<file path="config.mk">
export PLATFORM = sky130hd
export DESIGN_NAME = mem_bus_arbiter_flat
export DESIGN_NICKNAME = d
export VERILOG_FILES = /design/src/rtl/mem_bus_arbiter_if.sv /design/src/rtl/mem_bus_arbiter.sv /design/src/flat_wrapper.sv
export SDC_FILE = /design/constraint.sdc
export NUM_CORES = 1
export LEC_CHECK = 0
export ABC_AREA = 1
export BUFFER_PORTS_ARGS = -buffer_cell sky130_fd_sc_hd__buf_2
export CORE_ASPECT_RATIO = 2
export CORE_MARGIN = 8
export CORE_UTILIZATION = 29
export DETAILED_ROUTE_END_ITERATION = 12
export MAX_ROUTING_LAYER = met4
export PLACE_DENSITY_LB_ADDON = 0.08
export SYNTH_ARGS = -nofsm -noshare
export SYNTH_HDL_FRONTEND = slang
export SYNTH_SLANG_ARGS = --single-unit
</file>
<file path="constraint.sdc">
create_clock -name clk -period 1.5 [get_ports clk]
set_input_delay 0 -clock clk [delete_from_list [all_inputs] [get_ports clk]]
set_output_delay 0 -clock clk [all_outputs]
set_load 0.005 [all_outputs]
</file>
<file path="src/rtl/mem_bus_arbiter_if.sv">
// Requester-side bundle of the shared byte bus.
// Master i occupies bit i, addr[32i+31:32i] and wdata[8i+7:8i].
interface mem_bus_arbiter_if #(
  parameter int NUM_MASTERS = 2
);
  logic [NUM_MASTERS-1:0]   m_req;
  logic [NUM_MASTERS-1:0]   m_lock;
  logic [NUM_MASTERS-1:0]   m_we;
  logic [32*NUM_MASTERS-1:0] m_addr;
  logic [8*NUM_MASTERS-1:0] m_wdata;
  logic [NUM_MASTERS-1:0]   m_gnt;
  logic [NUM_MASTERS-1:0]   m_rvalid;
  logic [7:0]               m_rdata;

  modport master (
    output m_req, m_lock, m_we, m_addr, m_wdata,
    input  m_gnt, m_rvalid, m_rdata
  );

  modport slave (
    input  m_req, m_lock, m_we, m_addr, m_wdata,
    output m_gnt, m_rvalid, m_rdata
  );
endinterface

</file>
<file path="src/rtl/mem_bus_arbiter.sv">
// N-master byte bus arbiter onto one sync RAM and one IO port.
// Fixed or round-robin priority, bus lock, IO write back-pressure.
module mem_bus_arbiter #(
  parameter int         NUM_MASTERS    = 2,
  parameter int         RAM_ADDR_WIDTH = 17,
  parameter int         PRIO_MODE      = 0,
  parameter logic [2:0] IO_FULL_SEL    = 3'd0
) (
  input  logic                      clk,
  input  logic                      rst,
  mem_bus_arbiter_if.slave          bus,
  output logic                      ram_we,
  output logic [RAM_ADDR_WIDTH-1:0] ram_addr,
  output logic [7:0]                ram_wdata,
  input  logic [7:0]                ram_rdata,
  output logic                      io_en,
  output logic [2:0]                io_sel,
  output logic                      io_wr,
  output logic [7:0]                io_wdata,
  input  logic [7:0]                io_rdata,
  input  logic                      io_full
);

  localparam int IW = (NUM_MASTERS > 1) ? $clog2(NUM_MASTERS) : 1;
  typedef logic [IW-1:0] idx_t;

  logic [NUM_MASTERS-1:0] io_reg;
  logic [NUM_MASTERS-1:0] elig;
  logic                   have_win;
  idx_t                   win;
  logic                   gnt_ok;
  logic                   sel_we;
  logic [31:0]            sel_addr;
  logic [7:0]             sel_wdata;
  logic                   sel_io;
  idx_t                   nxt_ptr;

  idx_t                   rr_ptr;
  logic                   lock_vld;
  idx_t                   lock_id;
  logic                   rd_pend;
  logic                   rd_io;
  idx_t                   rd_owner;

  logic                   unused_addr;
  assign unused_addr = ^bus.m_addr;

  always_comb begin
    io_reg = '0;
    elig   = '0;
    for (int i = 0; i < NUM_MASTERS; i++) begin
      io_reg[i] =
        bus.m_addr[32*i+RAM_ADDR_WIDTH -: 2] == 2'b11;
      elig[i] = bus.m_req[i] &
        ~(bus.m_we[i] & io_reg[i] & io_full &
          (bus.m_addr[32*i +: 3] == IO_FULL_SEL));
    end
  end

  // Reverse scans so the lowest index (or the one
  // nearest rr_ptr) is the last, winning, write.
  always_comb begin
    have_win = 1'b0;
    win      = '0;
    if (lock_vld) begin
      have_win = elig[lock_id];
      win      = lock_id;
    end else if (PRIO_MODE == 0) begin
      for (int i = NUM_MASTERS - 1; i >= 0; i--) begin
        if (elig[i]) begin
          have_win = 1'b1;
          win      = idx_t'(i);
        end
      end
    end else begin
      for (int k = NUM_MASTERS - 1; k >= 0; k--) begin
        int j;
        j = int'(rr_ptr) + k;
        if (j >= NUM_MASTERS) j = j - NUM_MASTERS;
        if (elig[j]) begin
          have_win = 1'b1;
          win      = idx_t'(j);
        end
      end
    end
  end

  always_comb begin
    sel_we    = bus.m_we[0];
    sel_addr  = bus.m_addr[31:0];
    sel_wdata = bus.m_wdata[7:0];
    for (int i = 1; i < NUM_MASTERS; i++) begin
      if (win == idx_t'(i)) begin
        sel_we    = bus.m_we[i];
        sel_addr  = bus.m_addr[32*i +: 32];
        sel_wdata = bus.m_wdata[8*i +: 8];
      end
    end
  end

  assign gnt_ok    = have_win & ~rst;
  assign sel_io    = sel_addr[RAM_ADDR_WIDTH -: 2] == 2'b11;
  assign ram_addr  = sel_addr[RAM_ADDR_WIDTH-1:0];
  assign ram_wdata = sel_wdata;
  assign io_wdata  = sel_wdata;
  assign io_sel    = sel_addr[2:0];
  assign ram_we    = gnt_ok & sel_we & ~sel_io;
  assign io_en     = gnt_ok & sel_io;
  assign io_wr     = gnt_ok & sel_we;

  assign bus.m_gnt = gnt_ok ? (NUM_MASTERS'(1) << win) : '0;

  assign nxt_ptr = (win == idx_t'(NUM_MASTERS - 1)) ?
                   '0 : idx_t'(win + 1'b1);

  always_ff @(posedge clk) begin
    if (rst) begin
      rr_ptr   <= '0;
      lock_vld <= 1'b0;
      lock_id  <= '0;
      rd_pend  <= 1'b0;
      rd_io    <= 1'b0;
      rd_owner <= '0;
    end else begin
      rd_pend <= have_win & ~sel_we;
      if (have_win & ~sel_we) begin
        rd_owner <= win;
        rd_io    <= sel_io;
      end
      if (have_win) rr_ptr <= nxt_ptr;
      if (have_win & bus.m_lock[win]) begin
        lock_vld <= 1'b1;
        lock_id  <= win;
      end else if (have_win & lock_vld) begin
        lock_vld <= 1'b0;
      end else if (lock_vld & ~bus.m_req[lock_id] &
                   ~bus.m_lock[lock_id]) begin
        lock_vld <= 1'b0;
      end
    end
  end

  // A read in flight when rst rises is dropped, not returned.
  assign bus.m_rvalid = (rd_pend & ~rst) ?
                        (NUM_MASTERS'(1) << rd_owner) : '0;
  assign bus.m_rdata  = rd_io ? io_rdata : ram_rdata;

endmodule

</file>
<file path="src/flat_wrapper.sv">
// flat-port wrapper written by rule: the top's interface ports become plain ports
module mem_bus_arbiter_flat 
#(
  parameter int         NUM_MASTERS    = 2,
  parameter int         RAM_ADDR_WIDTH = 17,
  parameter int         PRIO_MODE      = 0,
  parameter logic [2:0] IO_FULL_SEL    = 3'd0
)
  (clk, rst, ram_we, ram_addr, ram_wdata, ram_rdata, io_en, io_sel, io_wr, io_wdata, io_rdata, io_full, bus_m_req, bus_m_lock, bus_m_we, bus_m_addr, bus_m_wdata, bus_m_gnt, bus_m_rvalid, bus_m_rdata);
  mem_bus_arbiter_if #(.NUM_MASTERS(NUM_MASTERS)) bus_i ();
  input  logic clk;
  input  logic rst;
  output logic ram_we;
  output logic [RAM_ADDR_WIDTH-1:0] ram_addr;
  output logic [7:0] ram_wdata;
  input  logic [7:0] ram_rdata;
  output logic io_en;
  output logic [2:0] io_sel;
  output logic io_wr;
  output logic [7:0] io_wdata;
  input  logic [7:0] io_rdata;
  input  logic io_full;
  input wire logic [$bits(bus_i.m_req)-1:0] bus_m_req;
  input wire logic [$bits(bus_i.m_lock)-1:0] bus_m_lock;
  input wire logic [$bits(bus_i.m_we)-1:0] bus_m_we;
  input wire logic [$bits(bus_i.m_addr)-1:0] bus_m_addr;
  input wire logic [$bits(bus_i.m_wdata)-1:0] bus_m_wdata;
  output wire logic [$bits(bus_i.m_gnt)-1:0] bus_m_gnt;
  output wire logic [$bits(bus_i.m_rvalid)-1:0] bus_m_rvalid;
  output wire logic [$bits(bus_i.m_rdata)-1:0] bus_m_rdata;
  assign bus_i.m_req = bus_m_req;
  assign bus_i.m_lock = bus_m_lock;
  assign bus_i.m_we = bus_m_we;
  assign bus_i.m_addr = bus_m_addr;
  assign bus_i.m_wdata = bus_m_wdata;
  assign bus_m_gnt = bus_i.m_gnt;
  assign bus_m_rvalid = bus_i.m_rvalid;
  assign bus_m_rdata = bus_i.m_rdata;
  mem_bus_arbiter #(.NUM_MASTERS(NUM_MASTERS), .RAM_ADDR_WIDTH(RAM_ADDR_WIDTH), .PRIO_MODE(PRIO_MODE), .IO_FULL_SEL(IO_FULL_SEL)) u_core (.clk(clk), .rst(rst), .bus(bus_i), .ram_we(ram_we), .ram_addr(ram_addr), .ram_wdata(ram_wdata), .ram_rdata(ram_rdata), .io_en(io_en), .io_sel(io_sel), .io_wr(io_wr), .io_wdata(io_wdata), .io_rdata(io_rdata), .io_full(io_full));
endmodule
</file>
### Yosys cells after proc, flatten, opt, wreduce, memory -nomap -nowiden

Cells that the tools add are included.

| word-level totals | value |
|---|---|
| register bits after elaboration | 5 |
| output and inout port bits | 51 |
| word-level logic and storage cells | 62 |
| bits of input ports | 105 |

| cells by class | value |
|---|---|
| shift operators | 2 |
| bitwise operators | 25 |
| equal/unequal tests | 3 |
| magnitude comparators | 2 |
| multiplexer cells | 22 |
| reductions and logical operators | 3 |

Operator list:

| kind | number |
|---|---|
| $and A1 B1 Y1 | 18 |
| $mux W18 | 1 |
| $mux W1 | 17 |
| $mux W8 | 2 |
| $not A1 Y1 | 7 |
| $eq A2 B2 Y1 const B | 3 |
| $logic_not A3 Y1 | 2 |
| $lt A1 B2 Y1 const B | 2 |
| $mux W2 | 2 |
| $shl A1 B1 Y2 const A | 2 |
| $reduce_bool A3 Y1 | 1 |

### Logic depth before layout (Yosys ltp)

Gate-level depths: netlist of run 1.

| logic depth | value |
|---|---|
| depth in word-level cells | 13 |
| gate-level depth with buffers | 12 |
| gate-level depth less buffers | 12 |

### Worst setup path after synthesis of run 1

No wires, ideal clock.

| timing path | value |
|---|---|
| path kind | register to output |
| start | reg u_core.lock_vld |
| end | out ram_wdata[0] |
| buffers on the path | 2 |
| required time | 1,500 ps |
| data arrival time | 1,389 ps |
| cell stages (with the launch flop) | 8 |
| path slack | 111 ps |
| path through | dfxtp_1 nand2_1 nand2_1 o21bai_4 nand2_4 buf_6 mux2_4 buf_4 |

| on the way | value |
|---|---|
| cells in the longest elaborated chain, start to end | 2 |

RTL lines:

| element | RTL line | RTL |
|---|---|---|
| start, declared | mem_bus_arbiter.sv:39 | `logic lock_vld;` |
| start signal, assigned | mem_bus_arbiter.sv:119 | `lock_vld <= 1'b0;` |
| start signal, assigned | mem_bus_arbiter.sv:132 | `lock_vld <= 1'b1;` |
| start signal, assigned | mem_bus_arbiter.sv:135 | `lock_vld <= 1'b0;` |
| $mux W1 | mem_bus_arbiter.sv:65 | `if (lock_vld) begin` |
| $mux W8 | mem_bus_arbiter.sv:93 | `if (win == idx_t'(i)) begin` |
| end, declared | flat_wrapper.sv:15 | `output logic [7:0] ram_wdata;` |

No other way between the ends.

### Worst setup path after layout of run 1

| timing path | value |
|---|---|
| start | reg u_core.lock_vld |
| end | out ram_wdata[4] |

Same word-level chain as after synthesis.

==> results.txt, run 1 <==
The flow ran to the end, but the final reports show violations. The checks that failed: negative setup slack. By count the netlist is led by sky130_fd_sc_hd__nand2_1 (49), sky130_fd_sc_hd__mux2_4 (19), sky130_fd_sc_hd__inv_1 (14), sky130_fd_sc_hd__buf_4 (11), sky130_fd_sc_hd__nand3_1 (9). The run gives 0.101 as the proportion of synthesized chip area in sequential cells.

The cell sitting at the root of the clock tree is a sky130_fd_sc_hd__clkbuf_8. Category of the critical setup timing path: reg -> out. The worst reg-to-reg path cell count came out at 10. Once detailed placement completed, the half-perimeter wirelength came to 3770 um. The run gives 0 as the initial antenna violation count. The critical path runs through a total of 7 cells.

Of all nets on the critical path, the largest fanout is 7. The final weighted congestion in routability-driven placement is 0.801. After floorplanning, the core was divided into 30 placement rows. The longest clock path from root to sink contains 2 buffers. The most used flip-flop cell after synthesis is sky130_fd_sc_hd__dfxtp_1. The mean area per synthesized cell is 6.98 um2, and the count of nets after finishing is 385. The logs give 1650 ps for the data arrival time at the worst-slack endpoint and 5660 um2 for the full die area.

Counting every net in the synthesized netlist gives 247. Via count of the first global-routing pass: 1533. The hold violation total from the final report was 0; the routed wirelength normalized by instance count was 15.7 um. The logs give 0 for the count of pins over their slew limit and -3880 ps for the total negative slack. The detailed router placed 1465 vias in this run.

The first global-routing pass estimated 7310 um of wire. TritonCTS built the clock tree. The multi-input combinational cells in the finished layout cover a total of 860 um2.

The worst slew slack as a fraction of its limit is 0.846, and the via count normalized by instance count is 4.71. Global routing finished with a remaining overflow of 0. Among cell families on the critical path, the largest total delay comes from flip-flops. Summing every instance area after synthesis gives 991 um2. For the worst hold-check slack, the log shows 35.7 ps. The clock drives 5 sinks. Excluding fillers, the count of instances in the completed layout stands at 311.

After clock tree synthesis, the clock-pin slew on the worst setup and hold paths is 30 ps. Library cell contributing the largest single delay on the critical path: sky130_fd_sc_hd__dfxtp_2. Synthesis produced 142 cells.

The power per cell area came out at 569 nW/um2. The critical path goes through nand2_4, nand2_2, o21bai_4, nand2_4, clkbuf_16, mux2_4, buf_6. The number of synthesized register bits was 5. The number of DRC violations after detailed routing was 0.

The highest attainable clock frequency was 607 MHz. Number of buffers and inverters on the critical path: 2. The tools report the worst clock skew on the final layout as 1.86 ps. The worst setup path is launched from a flip-flop.

Across the whole layout, storage elements account for 103 um2. The floorplan step set the die width to 57.3 um. The tools report the critical register-to-register path startpoint as u_core.lock_vld$_SDFFE_PP0P_. The ratio of cells with drive above 1 in the final layout is 0.746. The most critical setup path has its endpoint at ram_wdata[4]. For the worst-case register-to-register setup slack, the log shows 60 ps.

Die height: 98.7 um. The smallest setup slack after layout was -148 ps; the number of filler instances in the final layout was 324. The logs give 444 uV for the peak supply drop and 0 for the remaining antenna violation count. From synthesis to final layout, the design area changed by 118%. Summed over all layers, the routed wires come to 4890 um. Among the stages of the critical path, the cell type that occurs most often is sky130_fd_sc_hd__nand2_4. Setup repair after global routing could not meet its margin everywhere.

At the later pin of the worst-skew pair, clock insertion delay measures 220 ps. The top-area cell type share of the netlist area was 0.288. The logs give 11.6 ps for the worst setup slack before clock tree synthesis and 156 for the boundary pin count. The completed layout was analyzed and its total power is 0.00123 W. Number of H-tree levels: 1. Share of async-settable or async-resettable flops after synthesis: 0.

For the finished layout, the period the worst path requires is 1650 ps. The logs give 3 for the clock buffer count from CTS and 0.297 for the initial cell density of the core. The largest stage delay on the critical path works out to 330 ps.

The instance count after placement with tap cells included was 292; the number of synthesized flops with an enable pin was 0. The data required time at the worst endpoint is 1500 ps. The type of destination of the critical path was an output port.

The origin of the worst setup path is u_core.lock_vld$_SDFFE_PP0P_. The yosys synthesis warning count was 0; the number of search-and-repair iterations in the first detailed-routing pass was 4. The run gives 15 as the maximum number of pins on one net before global-route repair.

Number of port buffers: 127. For the overall fraction of global-route tracks in use, the log shows 0.162. The endpoint identified for the worst register-to-register timing path is u_core.rd_io$_SDFFE_PP0P_. The largest total area in the synthesized netlist belongs to sky130_fd_sc_hd__mux2_4.

The number of unique standard cell types used by synthesis was 24; the number of DRC violations after detailed-routing iteration 0 was 27. The slew at the pin closest to its max-slew limit came out at 229 ps. The worst hold path belongs to the class in -> reg. The period utilization is 1.10, and the placeable core area is 3340 um2. For the setup violation total in the final timing report, the log shows 38. By area the synthesized netlist is led by sky130_fd_sc_hd__mux2_4 (29%), sky130_fd_sc_hd__nand2_1 (19%), sky130_fd_sc_hd__dfxtp_1 (10%), sky130_fd_sc_hd__buf_4 (8.3%), sky130_fd_sc_hd__inv_1 (5.3%).

The logs give 1.28 nW for the static leakage and 0 for the number of antenna repair diodes. Most frequently used cell type in the post-synthesis netlist: sky130_fd_sc_hd__nand2_1. Across the run, the number of max-cap violations was 0.
## how the worst min path moves through the flow
| stage | start | to | slack, ps | cells after the start |
|---|---|---|---|---|
| floorplan | rst | bus_m_rvalid[0] | 30 | 1 |
| global placement | rst | u_core.lock_vld$_SDFFE_PP0P_ | 240 | 2 |
| detailed placement | rst | u_core.lock_vld$_SDFFE_PP0P_ | 240 | 2 |
| CTS | rst | u_core.lock_vld$_SDFFE_PP0P_ | 20 | 2 |
| global route | rst | u_core.lock_vld$_SDFFE_PP0P_ | 40 | 2 |
| finish | rst | u_core.lock_vld$_SDFFE_PP0P_ | 40 | 2 |
## flip-flops by register name, summed over array words and instances, names as in the netlist
signal           flops
u_core.lock_id       1
u_core.lock_vld      1
u_core.rd_io         1
u_core.rd_owner      1
u_core.rd_pend       1
## logic make-up after synthesis
kind of cell | Yosys count | share of synthesized area
compound gates | 11 | 0.0732
mux | 21 | 0.311
buf+inv | 30 | 0.172
simple gates | 75 | 0.343
flops | 5 | 0.101
## stage by stage
stage	cell area, um2	util
finish	2160	0.646
global route	2160	0.646
CTS	1940	0.580
detailed placement	1620	0.486
global placement	1620	0.486
floorplan	991	-
## power breakdown
group | leakage (nW) | switching [W] | internal [W]
clock | 0.0228 | 0.0000601 | 0.000182
combinational | 1.22 | 0.000341 | 0.000488
sequential | 0.0420 | 0.00000938 | 0.000149
total | 1.28 | 0.000410 | 0.000819
## layout make-up
cell class | instances | area share
Inverter | 15 | 0.0261
Clock buffer | 4 | 0.0209
Sequential cell | 5 | 0.0475
Timing Repair Buffer | 148 | 0.489
Multi-Input combinational cell | 107 | 0.398
Tap cell | 32 | 0.0186
## placed cells by master (no fill, tap or decap), types with 4 or more instances in the layout
cell / netlist / final
sky130_fd_sc_hd__nand3_2: 1 / 4
sky130_fd_sc_hd__inv_1: 14 / 11
sky130_fd_sc_hd__buf_4: 11 / 10
sky130_fd_sc_hd__nand2_2: 2 / 7
sky130_fd_sc_hd__nand2_1: 49 / 37
sky130_fd_sc_hd__nor2_1: 7 / 4
sky130_fd_sc_hd__nand2_4: 1 / 8
sky130_fd_sc_hd__buf_2: 1 / 96
sky130_fd_sc_hd__mux2_4: 19 / 21
sky130_fd_sc_hd__buf_6: 2 / 39
sky130_fd_sc_hd__nand3_1: 9 / 5
## routing by layer
metal  vias up  GRT usage  wire length (um)
li1        721          -                 -
met1       669      0.138              1610
met2        71      0.328              2870
met3         4     0.0444               382
met4         0     0.0292                21
met5         -          -                 0
## repair_timing
item | CTS | global route
endpoints found under the setup margin | 41 | 42
setup buffers | 9 | 7
hold buffers | 0 | 0
gates resized for setup | 36 | 51
cloned | 2 | 1
pin swaps | 5 | 9
(Power assumes the default switching activity.)
==> inputs of run 2 (changes only) <==
--- a/config.mk
+++ b/config.mk
@@ -13,6 +13,7 @@
 export DETAILED_ROUTE_END_ITERATION = 12
 export MAX_ROUTING_LAYER = met4
 export PLACE_DENSITY_LB_ADDON = 0.08
+export SETUP_SLACK_MARGIN = 0.05
 export SYNTH_ARGS = -nofsm -noshare
 export SYNTH_HDL_FRONTEND = slang
 export SYNTH_SLANG_ARGS = --single-unit
==> results.txt, run 2 (synthesis results as in run 1) <==
The full die area is 5660 um2 (unchanged), and the number of DRC violations after detailed routing is 0 (unchanged). The clock period minus worst slack was 1650 ps (+2.06 ps). Number of buffers on the longest clock path: 2 (unchanged). For the count of pins over their slew limit, the log shows 0 (unchanged).

The critical path is of the reg -> out type. The worst slew slack as a fraction of its limit is 0.847 (about the same), and the number of port buffers is 127 (unchanged). For the number of antenna repair diodes, the log shows 0 (unchanged). The worst register-to-register path begins at u_core.lock_vld$_SDFFE_PP0P_. The slew at the pin closest to its max-slew limit works out to 229 ps (-0.615 ps).

Chip width: 57.3 um (unchanged). The tools report the worst hold-check slack as 32.9 ps (-2.82 ps). The aggregate routed wire length is 4870 um (-0.53%). The clock root buffer master is sky130_fd_sc_hd__clkbuf_8.

The die height is 98.7 um (unchanged). Initial antenna violation count: 0 (unchanged). Highest attainable clock frequency: 606 MHz (-0.12%). Detailed placer's ending HPWL: 3770 um (unchanged).

The met2 track demand over resource in global routing is 0.329 (+0.000875), and the hold violation total from the final report is 0 (unchanged). The logs give 3 (unchanged) for the clock buffer count from CTS and 0.163 (+0.000532) for the overall fraction of global-route tracks in use. The logs give 0 (unchanged) for the reported max-cap violation count and 5 (unchanged) for the clock sink total. The detailed-route via count is 1471 (+0.41%). TritonCTS built the clock tree. The clock latency reported for the late side of the worst-skew pair is 220 ps (about the same), and the largest driver fanout on the critical path is 7 (unchanged). The total negative slack came out at -4050 ps (-171 ps). For the smallest setup slack after layout, the log shows -150 ps (-2.06 ps). The run gives 0.0509 (+0.00653) as the met3 global-route usage.

Following the worst setup path forward leads to its endpoint at ram_wdata[4]. Layer with the highest usage: met2. The synthesis-to-layout area growth was 120%.

The run gives 2180 um2 (+1.2%) as the final cell area excluding filler cells. The checks that failed: negative setup slack. The tools report the number of buffers added to fix hold violations after cts as 0 (unchanged).

The power per cell area is 568 nW/um2 (-0.28%). The worst setup path is launched from a flip-flop. The run gives 7350 um (+0.46%) as the global-route wire length before repair. The register clock-pin slew on the reported worst setup and hold paths was 30 ps (about the same). The tools report the type of destination of the critical path as an output port.

The start point of the worst min-delay path was rst. In this run the worst hold path is classified as in -> reg. Data arrival time at the worst-slack endpoint: 1650 ps (about the same). The tools report the met1 track demand over resource in global routing as 0.135 (-0.00299). The via count of the first global-routing pass is 1543 (+0.65%), and the routed wirelength normalized by instance count is 15.5 um (-1.2%). The number of H-tree levels came out at 1 (unchanged). The library cell used most frequently in the layout, excluding fill and tap cells, is sky130_fd_sc_hd__buf_2. The tools report the remaining antenna violation count as 0 (unchanged). In the layout the commonest cells are sky130_fd_sc_hd__buf_2 (96), sky130_fd_sc_hd__buf_6 (39), sky130_fd_sc_hd__nand2_1 (37), sky130_fd_sc_hd__mux2_4 (21), sky130_fd_sc_hd__buf_4 (12). Worst reg-to-reg path cell count: 10 (unchanged). Origin of the worst setup path: u_core.lock_vld$_SDFFE_PP0P_. The logs give 1.29 nW (+0.96%) for the static leakage and 0.297 (unchanged) for the initial cell density of the core. The maximum number of pins on one net before global-route repair came out at 15 (unchanged). The total congestion overflow was 0 (unchanged). The final weighted congestion in routability-driven placement is 0.801 (unchanged), and the ratio of cells with drive above 1 in the final layout is 0.758 (+0.0125).

For the setup violation total in the final timing report, the log shows 37 (-2.6%). The period utilization works out to 1.10 (+0.00137). In this run the critical register-to-register path is captured at u_core.rd_io$_SDFFE_PP0P_. The via count normalized by instance count was 4.70 (-0.23%). The run finished, with violations left. The placed instance area was 1620 um2 (unchanged).

The logs give 1500 ps (about the same) for the data required time at the worst endpoint and 5 (-81%) for the number of DRC violations after detailed-routing iteration 0. The logs give 4 (unchanged) for the number of search-and-repair iterations in the first detailed-routing pass and 156 (unchanged) for the boundary pin count. For the worst clock skew on the final layout, the log shows 2.10 ps (+0.236 ps).

For the count of nets after finishing, the log shows 387 (+0.52%). The peak supply drop came out at 444 uV (-0.12%). Setup repair after global routing could not meet its margin everywhere. The logs give 30 (unchanged) for the placement row count and 3340 um2 (unchanged) for the placeable core area. Worst-case register-to-register setup slack: 40 ps (-20 ps). The worst setup slack before clock tree synthesis is 11.6 ps (unchanged).
[run 2: cell count changes in the layout (fill, tap and decap cells not counted), sizes merged]
| cell | previous run | this run |
|---|---|---|
| buf | 147 | 149 |
[run 2: worst max-delay path, cell delays in order, from the launching register on]
cell	delay, ps
sky130_fd_sc_hd__dfxtp_2	330
sky130_fd_sc_hd__nand2_4	90
sky130_fd_sc_hd__nand2_2	50
sky130_fd_sc_hd__o21bai_4	190
sky130_fd_sc_hd__nand2_4	160
sky130_fd_sc_hd__clkbuf_16	180
sky130_fd_sc_hd__mux2_4	320
sky130_fd_sc_hd__buf_6	120
[run 2: repair_timing]
action / 4_1_cts / 5_1_grt
gates cloned: 2 / 1
setup endpoints to repair: 42 / 44
gates resized for setup: 42 / 48
pin swaps: 7 / 14
setup buffers: 10 / 7
[run 2: area by class of cell]
cell class	instances	area [um2]
Fill cell	312	1160
Timing Repair Buffer	150	1070
Multi-Input combinational cell	107	871
Sequential cell	5	103
Inverter	15	56.3
Clock buffer	4	45.0
Tap cell	32	40.0
[run 2: per-stage QoR]
step,std cells,util,power [W]
floorplan,142,-,0.000484
global placement,292,0.486,0.000737
detailed placement,292,0.486,0.000741
CTS,308,0.588,0.00114
global route,313,0.654,0.00133
finish,313,0.654,0.00124
[run 2: per-layer routing]
layer	part of all wire	vias to the layer above	wire (um)
met1	0.32	666	1550
met3	0.085	6	412
li1	-	726	-
met2	0.59	73	2870
met4	0.0080	0	39
met5	0	-	0
[run 2: report_power, final]
group          internal (W)  switching, W
clock              0.000182     0.0000603
combinational      0.000495      0.000345
sequential         0.000149    0.00000940
total              0.000826      0.000415
[run 2: how the worst min path moves through the flow]
| stage | endpoint | slack, ps | cells past startpoint |
|---|---|---|---|
| 2_1_floorplan | bus_m_rvalid[0] | 30 | 1 |
| 3_3_place_gp | u_core.lock_vld$_SDFFE_PP0P_ | 240 | 2 |
| 3_5_place_dp | u_core.lock_vld$_SDFFE_PP0P_ | 240 | 2 |
| 4_1_cts | u_core.lock_vld$_SDFFE_PP0P_ | 20 | 2 |
| 5_1_grt | u_core.lock_vld$_SDFFE_PP0P_ | 30 | 2 |
| 6_report | u_core.lock_vld$_SDFFE_PP0P_ | 30 | 2 |
==> inputs of run 3 (changes only) <==
==> constraint.sdc (replaced) <==
create_clock -name clk -period 1.8 [get_ports clk]
set_input_delay 0 -clock clk [delete_from_list [all_inputs] [get_ports clk]]
set_output_delay 0 -clock clk [all_outputs]
set_load 0.005 [all_outputs]
==> results.txt, run 3 (synthesis results as in run 1) <==
The worst setup path is launched from a flip-flop. The logs give 0 (unchanged) for the reported max-cap violation count and 0 ps (+4050 ps) for the total negative slack. The logs give 4160 um (-15%) for the aggregate routed wire length and 12 (-3) for the maximum number of pins on one net before global-route repair. The count of pins over their slew limit is 0 (unchanged).

The die height was 98.7 um (unchanged); the fraction of power consumed by the clock network was 0.252 (+0.057). The initial cell density of the core came out at 0.297 (unchanged). The via count normalized by instance count is 4.58 (-2.5%), and the overall fraction of global-route tracks in use is 0.145 (-0.0179). The number of DRC violations after detailed-routing iteration 0 is 11 (+6).

The number of buffers and inverters on the critical path came out at 2 (unchanged). The min-delay analysis places its worst path in the category in -> reg. The detailed-route via count is 1356 (-7.8%), and the static leakage is 1.08 nW (-16%). The count of nets after finishing came out at 370 (-4.4%). The clock sink total was 5 (unchanged). TritonCTS built the clock tree. Slew at the pin closest to its max-slew limit: 358 ps (+130 ps).

Leaving out fill and tap cells, the most frequent cells in the layout are sky130_fd_sc_hd__buf_2 (127), sky130_fd_sc_hd__nand2_1 (48), sky130_fd_sc_hd__mux2_4 (19), sky130_fd_sc_hd__inv_1 (14), sky130_fd_sc_hd__nand3_1 (9). On the critical path, the stage with the largest delay is an instance of sky130_fd_sc_hd__dfxtp_2. The setup violation total in the final timing report is 0 (-100%), and the final weighted congestion in routability-driven placement is 0.832 (+3.9%).

The logs give 220 ps (about the same) for the clock latency reported for the late side of the worst-skew pair and 0 (unchanged) for the hold violation total from the final report. The period utilization came out at 0.919. The run gives 1449 (-6.1%) as the via count of the first global-routing pass. The number of antenna repair diodes was 0 (unchanged); the remaining antenna violation count was 0 (unchanged).

The initial antenna violation count is 0 (unchanged), and the largest driver fanout on the critical path is 11 (+4). Largest stage delay on the critical path: 330 ps (about the same). The setup path with the least slack is of type reg -> out.

The number of H-tree levels is 1 (unchanged). The flow ran to the end, and the final reports show no timing, DRC or antenna violations. Critical path's top delay family: flip-flops. The combinational group share of total power is 0.581 (-0.096), and the routed wirelength normalized by instance count is 14.1 um (-9.6%). For the clock buffer count from CTS, the log shows 3 (unchanged). The storage element area is 103 um2 (unchanged), and the register clock-pin slew on the reported worst setup and hold paths is 30 ps (about the same). The detailed placer's ending HPWL came out at 3730 um (-1.0%).

Chip width: 57.3 um (unchanged). CTS placed an instance of sky130_fd_sc_hd__clkbuf_8 at the clock tree root. The power per cell area is 487 nW/um2 (-14%). For the number of DRC violations after detailed routing, the log shows 0 (unchanged). STA classifies the critical path endpoint as an output port.

The logs give 1.56 ps (-0.537 ps) for the worst clock skew on the final layout and 0.167 (+0.040) for the portion of total power attributed to sequential cells. For the boundary pin count, the log shows 156 (unchanged). The number of buffers added to fix hold violations after cts came out at 0 (unchanged).

The switching part of the total was 0.345 (+0.0106); the total congestion overflow was 0 (unchanged). Setup repair after global routing left no endpoint under its margin. For the number of search-and-repair iterations in the first detailed-routing pass, the log shows 4 (unchanged). Traced cell by cell, the critical path runs through nand2_2, nand2_1, o21bai_4, nand2_8, buf_12, mux2_4, buf_2. The placeable core area was 3340 um2 (unchanged). For the internal power consumption, the log shows 0.000537 W (-35%). For the data arrival time at the worst-slack endpoint, the log shows 1650 ps (about the same). Number of port buffers: 127 (unchanged). The number of filler instances in the final layout was 387 (+24%).

The area growth from synthesis to layout is 70.1%. The global-route wire length before repair is 6530 um (-11%). The peak supply drop was 363 uV (-18%); the clock period minus worst slack was 1650 ps. The run gives 5660 um2 (unchanged) as the full die area.

The logs give 30 (unchanged) for the placement row count and 1800 ps (+300 ps) for the data required time at the worst endpoint. The number of buffers on the longest clock path was 2 (unchanged); the highest attainable clock frequency was 605 MHz. The logs give 756 um2 (-13%) for the multi-input logic area and 0.760 (-0.0861) for the worst slew slack as a fraction of its limit. Leaving out fill and tap cells, the most frequent cell in the layout is sky130_fd_sc_hd__buf_2. The tools report the reported net switching power as 0.000283 W (-32%). For the worst hold-check slack, the log shows 26.1 ps (-6.80 ps).

The ratio of cells with drive above 1 in the final layout is 0.636 (-0.122).
==> run 3: metrics by stage <==
| stage | cells | total power (W) | utilization | worst slack (ps) | area (um2) |
|---|---|---|---|---|---|
| after global placement | 289 | 0.000597 | 0.475 | 201 | 1590 |
| final | 296 | 0.000820 | 0.504 | 146 | 1690 |
| after CTS | 294 | 0.000828 | 0.496 | 58.5 | 1660 |
| after global routing | 296 | 0.000887 | 0.504 | 47.6 | 1690 |
| after floorplan | 142 | 0.000403 | - | 411 | 991 |
| after detailed placement | 289 | 0.000601 | 0.475 | 203 | 1590 |
==> run 3: final timing paths <==
| kind | start | endpoint | slack [ps] | cells past startpoint |
|---|---|---|---|---|
| worst max-delay path | u_core.lock_vld$_SDFFE_PP0P_ | ram_wdata[2] | 150 | 7 |
| worst min-delay path | rst | u_core.lock_vld$_SDFFE_PP0P_ | 30 | 2 |
| worst max register to register | u_core.lock_vld$_SDFFE_PP0P_ | u_core.rd_io$_SDFFE_PP0P_ | 430 | 8 |
| worst min register to register | u_core.rd_owner$_SDFFE_PP0P_ | u_core.rd_owner$_SDFFE_PP0P_ | 470 | 2 |
==> run 3: layout make-up <==
cell class                      instances  share of cell area
Clock buffer                            4              0.0267
Inverter                               15              0.0334
Multi-Input combinational cell        108               0.448
Sequential cell                         5              0.0609
Tap cell                               32              0.0238
Timing Repair Buffer                  132               0.407
==> run 3: routing by layer <==
| metal | vias up | global-route usage | wire length [um] | share of wire |
|---|---|---|---|---|
| li1 | 692 | - | - | - |
| met1 | 583 | 0.120 | 1370 | 0.33 |
| met2 | 75 | 0.283 | 2330 | 0.56 |
| met3 | 6 | 0.0483 | 409 | 0.098 |
| met4 | 0 | 0.0467 | 51 | 0.012 |
| met5 | - | - | 0 | 0 |
==> run 3: power groups by stage <==
stage          clock network (W)  logic [W]  registers (W)
2_1_floorplan                  0   0.000274       0.000129
3_3_place_gp                   0   0.000460       0.000137
3_5_place_dp                   0   0.000464       0.000137
4_1_cts                 0.000216   0.000477       0.000135
5_1_grt                 0.000219   0.000529       0.000139
6_report                0.000207   0.000476       0.000137
==> run 3: repair_timing <==
item / 4_1_cts / 5_1_grt
resized for setup: 2 / 5
hold endpoints to repair: 0 / 0
cloned: 1 / 0
pin swaps: 1 / 1
buffers inserted: 0 / 2
setup endpoints to repair: 20 / 25
